==> src/rtl/word_serializer.sv <==
// word_serializer: splits a WORD_WIDTH-bit word into CHUNK_WIDTH-bit chunks, MSB chunk first.
// Optional SERIALIZER_BACK_TO_BACK_EN loads the next word on the last chunk handshake (no bubble).
module word_serializer #(
  parameter int WORD_WIDTH  = 32,
  parameter int CHUNK_WIDTH = 8
) (
  input  logic                   clock,
  input  logic                   reset_n,
  input  logic [WORD_WIDTH-1:0]  in_data,
  input  logic                   in_valid,
  output logic                   in_ready,
  output logic [CHUNK_WIDTH-1:0] out_data,
  output logic                   out_valid,
  input  logic                   out_ready,
  output logic                   busy,
  output logic                   done
);

  localparam int N  = WORD_WIDTH / CHUNK_WIDTH;
  localparam int CW = (N > 1) ? $clog2(N) : 1;
  localparam logic [CW-1:0] CNT_LAST = CW'(N - 1);
  localparam logic [CW-1:0] CNT_ONE  = CW'(1);

  typedef enum logic [0:0] {
    IDLE = 1'b0,
    SEND = 1'b1
  } state_t;

  state_t                 state_r, state_s;
  logic [WORD_WIDTH-1:0]  shift_r, shift_s;
  logic [CW-1:0]          cnt_r, cnt_s;
  logic [CHUNK_WIDTH-1:0] out_data_r, out_data_s;
  logic                   out_valid_r, out_valid_s;
  logic                   done_r, done_s;
  logic                   in_ready_s;
  logic                   b2b_take_s;

`ifdef SERIALIZER_BACK_TO_BACK_EN
  assign b2b_take_s = in_valid;
`else
  assign b2b_take_s = 1'b0;
`endif

  // State register: FSM state, datapath and registered outputs
  always_ff @(posedge clock) begin
    if (!reset_n) begin
      state_r     <= IDLE;
      shift_r     <= {WORD_WIDTH{1'b0}};
      cnt_r       <= {CW{1'b0}};
      out_data_r  <= {CHUNK_WIDTH{1'b0}};
      out_valid_r <= 1'b0;
      done_r      <= 1'b0;
    end else begin
      state_r     <= state_s;
      shift_r     <= shift_s;
      cnt_r       <= cnt_s;
      out_data_r  <= out_data_s;
      out_valid_r <= out_valid_s;
      done_r      <= done_s;
    end
  end

  // Next-state logic: load, shift, and finish a word
  always_comb begin
    state_s = state_r;
    shift_s = shift_r;
    cnt_s   = cnt_r;
    done_s  = 1'b0;
    case (state_r)
      IDLE: begin
        if (in_valid) begin
          state_s = SEND;
          shift_s = in_data;
          cnt_s   = CNT_LAST;
        end else begin
          state_s = IDLE;
        end
      end
      SEND: begin
        if (out_ready) begin
          if (cnt_r != {CW{1'b0}}) begin
            shift_s = {shift_r[WORD_WIDTH-CHUNK_WIDTH-1:0], {CHUNK_WIDTH{1'b0}}};
            cnt_s   = cnt_r - CNT_ONE;
          end else if (b2b_take_s) begin
            done_s  = 1'b1;
            shift_s = in_data;
            cnt_s   = CNT_LAST;
          end else begin
            done_s  = 1'b1;
            state_s = IDLE;
            shift_s = {WORD_WIDTH{1'b0}};
            cnt_s   = {CW{1'b0}};
          end
        end else begin
          state_s = SEND;
        end
      end
      default: begin
        state_s = IDLE;
        shift_s = {WORD_WIDTH{1'b0}};
        cnt_s   = {CW{1'b0}};
      end
    endcase
  end

  // Output logic: ready and the next registered chunk (zeros when idle)
  always_comb begin
    in_ready_s = (state_r == IDLE);
`ifdef SERIALIZER_BACK_TO_BACK_EN
    if ((state_r == SEND) && (cnt_r == {CW{1'b0}}) && out_ready) begin
      in_ready_s = 1'b1;
    end else begin
      in_ready_s = (state_r == IDLE);
    end
`endif
    if (state_s == SEND) begin
      out_valid_s = 1'b1;
      out_data_s  = shift_s[WORD_WIDTH-1 -: CHUNK_WIDTH];
    end else begin
      out_valid_s = 1'b0;
      out_data_s  = {CHUNK_WIDTH{1'b0}};
    end
  end

  assign in_ready  = in_ready_s;
  assign out_data  = out_data_r;
  assign out_valid = out_valid_r;
  assign busy      = (state_r == SEND);
  assign done      = done_r;

endmodule

==> config.mk <==
export PLATFORM = sky130hd
export DESIGN_NAME = word_serializer
export DESIGN_NICKNAME = d
export VERILOG_FILES = /design/src/rtl/word_serializer.sv
export SDC_FILE = /design/constraint.sdc
export NUM_CORES = 1
export LEC_CHECK = 0
export ABC_AREA = 1
export CORE_ASPECT_RATIO = 0.75
export CORE_UTILIZATION = 49
export CTS_CLUSTER_DIAMETER = 80
export DETAILED_ROUTE_END_ITERATION = 8
export MAX_ROUTING_LAYER = met4
export PLACE_DENSITY = 0.79
export SLEW_MARGIN = 40
export SYNTH_ARGS = -nofsm -noshare
export SYNTH_HDL_FRONTEND = slang
export SYNTH_SLANG_ARGS = --single-unit
==> constraint.sdc <==
create_clock -name clock -period 1.2 [get_ports clock]
set_input_delay 0.24 -clock clock [delete_from_list [all_inputs] [get_ports clock]]
set_output_delay 0.24 -clock clock [all_outputs]
set_load 0.05 [all_outputs]
Yosys cells after proc, flatten, opt, wreduce, memory -nomap -nowiden. Index checks and enable logic that the tools add are counted.

Input bits: 36. Register bits: 45. Output and inout bits: 12. Logic and storage cells: 29.

Mux-type cells: 14. $add $sub $neg: 1. Bitwise logic cells: 1. Equal/unequal tests: 2. Reductions and logical operators: 4.

Operators with widths (number): 2-to-1 mux 32 bit (3); case mux 32 bit (2 select lines) (1); 2-to-1 mux 2 bit (3); 2-to-1 mux 1 bit (5); inequality test 2 bit, second input constant (2); case mux 2 bit (2 select lines) (1); AND reduction 2 bit (2); AND reduction 3 bit (1); case mux 1 bit (2 select lines) (1); nonzero test 2 bit (1); subtractor 2 x 1 -> 2 bit, second input constant (1); NOT 1 bit (1).

Longest topological paths before layout. Gate-level depths: netlist of run 1.

Depth in word-level cells: 5. Mapped depth: 8.

Least setup slack after synthesis of run 1. Ideal clock, no wire load.

Path type: register to register. Start point: register, netlist name out_valid. End point: register shift_r[31]. Buffers on the path: 1. Path slack: -316 ps. Arrival: 1388 ps. Library setup time: 128 ps. Data required time: 1072 ps. Cell stages (with the launch flop): 7. Cell sequence: dfxtp_1 > nand2_1 > buf_2 > nand3_1 > nand2_1 > nor2_1 > nor2_1.

RTL lines: end signal: assignment (line 48) `shift_r <= {WORD_WIDTH{1'b0}};`; end signal: assignment (line 55) `shift_r <= shift_s;`; end: declaration (line 30) `logic [WORD_WIDTH-1:0] shift_r, shift_s;`.

Worst setup path in the final report of run 1.
Start point: input out_ready. End point: register out_data_r[7] (netlist: out_data[7]).

Cells in the longest elaborated chain, start to end: 3. Elaborated cells on any way between the ends: 5. Those cells by class: mux: 4; reduce/logical: 1.

RTL lines: start: declaration (line 14) `input logic out_ready,`; 2-to-1 mux 1 bit (line 80) `if (out_ready) begin`; case mux 1 bit (2 select lines) (line 69) `case (state_r)`; AND reduction 2 bit (no source line); end signal: assignment (line 50) `out_data_r <= {CHUNK_WIDTH{1'b0}};`; end signal: assignment (line 57) `out_data_r <= out_data_s;`; end: declaration (line 32) `logic [CHUNK_WIDTH-1:0] out_data_r, out_data_s;`.

Parallel ways exist; a longest one is shown, timed or not. The select of a mux whose other input is x is not followed. A chain may end at the register's enable or synchronous reset.

==> results.py, run 1 <==
metrics = {
    "routing": {
        "drt_iter0_markers": 213,
        "drc": 0,
        "dr.pass1.iters": 5,
        "avgRoutedWirePerCell_um": 12.0,
        "ant_nets": 0,
        "vias_per_cell": 4.99,
        "wl_mm": 4.93,
        "vias": 2042,
    },
    "floorplanning": {
        "core_sq_mm": 0.00376,
        "dieArea_sq_mm": 0.00427,
        "io_pins": 48,
        "die_w_um": 75.2,
        "initial_core_util": 0.524,
        "fp.dieH_um": 56.9,
        "rows": 19,
    },
    "sta": {
        "post-route-min-period_ns": 1.24,
        "worstMarginPinSlew_ns": 0.276,
        "fmax_mhz": 806,
        "worst_slack_ns": -0.0409,
        "hold_viol": 0,
        "period_share": 1.03,
        "fin_worst_skew_ns": 0.00635,
        "setup_viol": 7,
        "slew_headroom": 0.814,
        "slew_violations": 0,
        "whs_ns": 0.465,
        "rsz0062_at_grt": "true",
    },
    "yosys": {
        "ys_types": 17,
        "synthesis.nets": 327,
        "synth_top_family_by_area": "simple AND/OR/NAND/NOR gates",
        "synth-simple-area-share": 0.342,
        "avgSynthCellArea_sq_um": 6.76,
        "synth_seq_area_share": 0.448,
        "yosysTopAreaCell": "dfxtp_1",
        "yosys_warnings": 0,
        "synth-xor-area-share": 0,
        "synth_cells": 291,
        "synthMuxAreaShare": 0,
        "synth_compound_area_frac": 0.108,
        "yosys-top-cells-area": "dfxtp_1 45%, nand2_1 15%, nor2_1 10%",
        "synth-seq-cells": 44,
        "synth_fa_ha_area_frac": 0,
        "yosys.area.top_type_share": 0.448,
        "syn_area_sq_mm": 0.00197,
    },
    "power": {
        "p_int_mw": 2.93,
        "seqPwrFrac": 0.410,
        "power_frac_comb": 0.213,
        "p_clk_frac": 0.377,
        "power.density_mw_per_mm2": 1330,
        "switchingPower_mw": 1.03,
        "switching_share": 0.259,
        "ir_drop_mv": 0.996,
        "power_leakage_nw": 1.33,
    },
    "setup_path": {
        "cp_max_fo": 11,
        "regToRegSetupSlack_ns": 0.04,
        "crit_type": "in -> reg",
        "setup.worst_path.start_class": "primary input",
        "end_kind": "flop",
        "critPathRequiredTime_ns": 1.41,
        "critPathArrivalTime_ns": 1.45,
    },
    "clocking": {
        "clk_latency_ns": 0.30,
        "cts_buffers": 5,
        "cts_buffer_depth": 2,
        "root_buffer": "clkbuf_8",
        "cts_tree": "yes",
        "htreeDepth": 2,
        "clock_sinks": 44,
        "clk_pin_slew_ns": 0.09,
    },
    "place": {
        "dpl_cell_area_sq_mm": 0.00279,
        "dp.cells": 400,
        "dpl.hpwl_mm": 3.43,
        "pre_cts_slack_ns": -0.379,
        "io_buffers": 47,
        "gp_congestion": 0.864,
    },
    "global_routing": {
        "grt_first_pass_wirelength_mm": 8.16,
        "grt_usage": 0.263,
        "grt_pass1_vias": 1828,
        "grt_max_degree": 28,
        "gr-total-overflow": 0,
        "antenna_found_initial": 0,
    },
    "layout": {
        "drive_above_1_share": 0.204,
        "nets": 392,
        "final_cell_mix": "76 x nand2_1, 48 x nor2_1, 43 x dfxtp_1",
        "final_util": 0.796,
        "num_antenna_cells": 0,
        "area_growth_pct": 52.0,
        "fin_cells": 409,
        "final_common_cell": "nand2_1",
        "stdcell_area_sq_mm": 0.00299,
    },
    "job": {
        "drv_cap": 0,
    },
    "hold_path": {
        "hold_class": "reg -> reg",
    },
    "run_status": {
        "failed_checks": "negative setup slack",
        "status": "finished with violations",
    },
}
==> per-layer routing <==
layer  track usage  part of all wire  up-vias
met5             -                 0        -
met4        0.0979             0.020        0
met3        0.0575             0.065       14
met2         0.393              0.46       79
met1         0.349              0.46      917
li1              -                 -     1032
==> cells in the mapped netlist <==
| cell type | count |
|---|---|
| buf_2 | 8 |
| nor2_2 | 11 |
| o21ai_0 | 12 |
| nor2_1 | 53 |
| nand3_1 | 17 |
| a21oi_1 | 23 |
| inv_2 | 5 |
| o211ai_1 | 5 |
| dfxtp_1 | 44 |
| inv_1 | 26 |
| buf_6 | 1 |
| nand3_2 | 1 |
| nand2_4 | 1 |
| buf_4 | 3 |
| nand2_2 | 2 |
| clkbuf_1 | 3 |
| nand2_1 | 76 |
==> stage by stage <==
step	power, mW	setup TNS (ns)
final	3.96	-0.143
after global routing	4.13	-0.517
after CTS	3.96	-0.0681
after detailed placement	2.47	-11.57
after global placement	2.45	-10.01
after floorplan	2.06	0
==> worst paths after layout <==
kind | from | endpoint | depth (start not counted)
worst max register to register | out_valid$_SDFF_PN0_ | out_data[7]$_SDFF_PN0_ | 6
worst min-delay path | shift_r[2]$_SDFFE_PN0P_ | shift_r[2]$_SDFFE_PN0P_ | 2
worst min register to register | shift_r[2]$_SDFFE_PN0P_ | shift_r[2]$_SDFFE_PN0P_ | 2
worst max-delay path | out_ready | out_data[7]$_SDFF_PN0_ | 7
==> kinds of logic (layout without fill, tap and decap cells) <==
family                 count (synthesis)  count (layout)
AOI/OAI and AO/OA                     40              40
buffers and inverters                 46             112
DFF                                   44              44
and+or+nand+nor                      161             161
==> registers in the layout, summed over array words and instances, names as in the netlist <==
name,cells
cnt_r,2
done,1
out_data,8
out_valid,1
shift_r,32
==> worst max-delay path, stage by stage <==
cell and delay, ns:
clkdlybuf4s50_1 0.50, nand2_1 0.13, buf_4 0.21, nand3_1 0.10, nand2_1 0.07, nor2_2 0.13, nor2_1 0.06
==> cell type report <==
cell class	instances	area, sq um
multi-input cells	201	906
flip-flops and latches	44	885
repair buffers	73	858
fillers	248	767
inverters	31	121
clock buffers	6	93.8
well taps	52	65.1
clock inverters	2	60.1
==> what timing repair did <==
item,4_1_cts,5_1_grt
buffers inserted,1,0
endpoints found under the setup margin,9,34
hold buffers,0,0
hold endpoints to repair,0,0
gates resized for setup,6,7
pin swaps,0,0
==> power groups by stage <==
| stage | combinational (mW) | sequential, mW | clock (mW) |
|---|---|---|---|
| 6_report | 0.846 | 1.62 | 1.49 |
| 5_1_grt | 0.916 | 1.63 | 1.58 |
| 4_1_cts | 0.833 | 1.62 | 1.50 |
| 3_5_place_dp | 0.814 | 1.65 | 0 |
| 3_3_place_gp | 0.799 | 1.65 | 0 |
| 2_1_floorplan | 0.356 | 1.71 | 0 |
Note: power is estimated with default switching activity, not from simulation.
==> run 2, diff against run 1 <==
--- a/config.mk
+++ b/config.mk
@@ -9,6 +9,7 @@
 export CORE_ASPECT_RATIO = 0.75
 export CORE_UTILIZATION = 49
 export CTS_CLUSTER_DIAMETER = 80
+export CTS_CLUSTER_SIZE = 12
 export DETAILED_ROUTE_END_ITERATION = 8
 export MAX_ROUTING_LAYER = met4
 export PLACE_DENSITY = 0.79
==> results of run 2 <==
No change in the layout: final DEF, timing and power equal those of run 1.
==> run 3, diff against run 2 <==
--- a/config.mk
+++ b/config.mk
@@ -6,6 +6,7 @@
 export NUM_CORES = 1
 export LEC_CHECK = 0
 export ABC_AREA = 1
+export CAP_MARGIN = 25
 export CORE_ASPECT_RATIO = 0.75
 export CORE_UTILIZATION = 49
 export CTS_CLUSTER_DIAMETER = 80
==> results of run 3 <==
No change in the layout: final DEF, timing and power equal those of run 1.
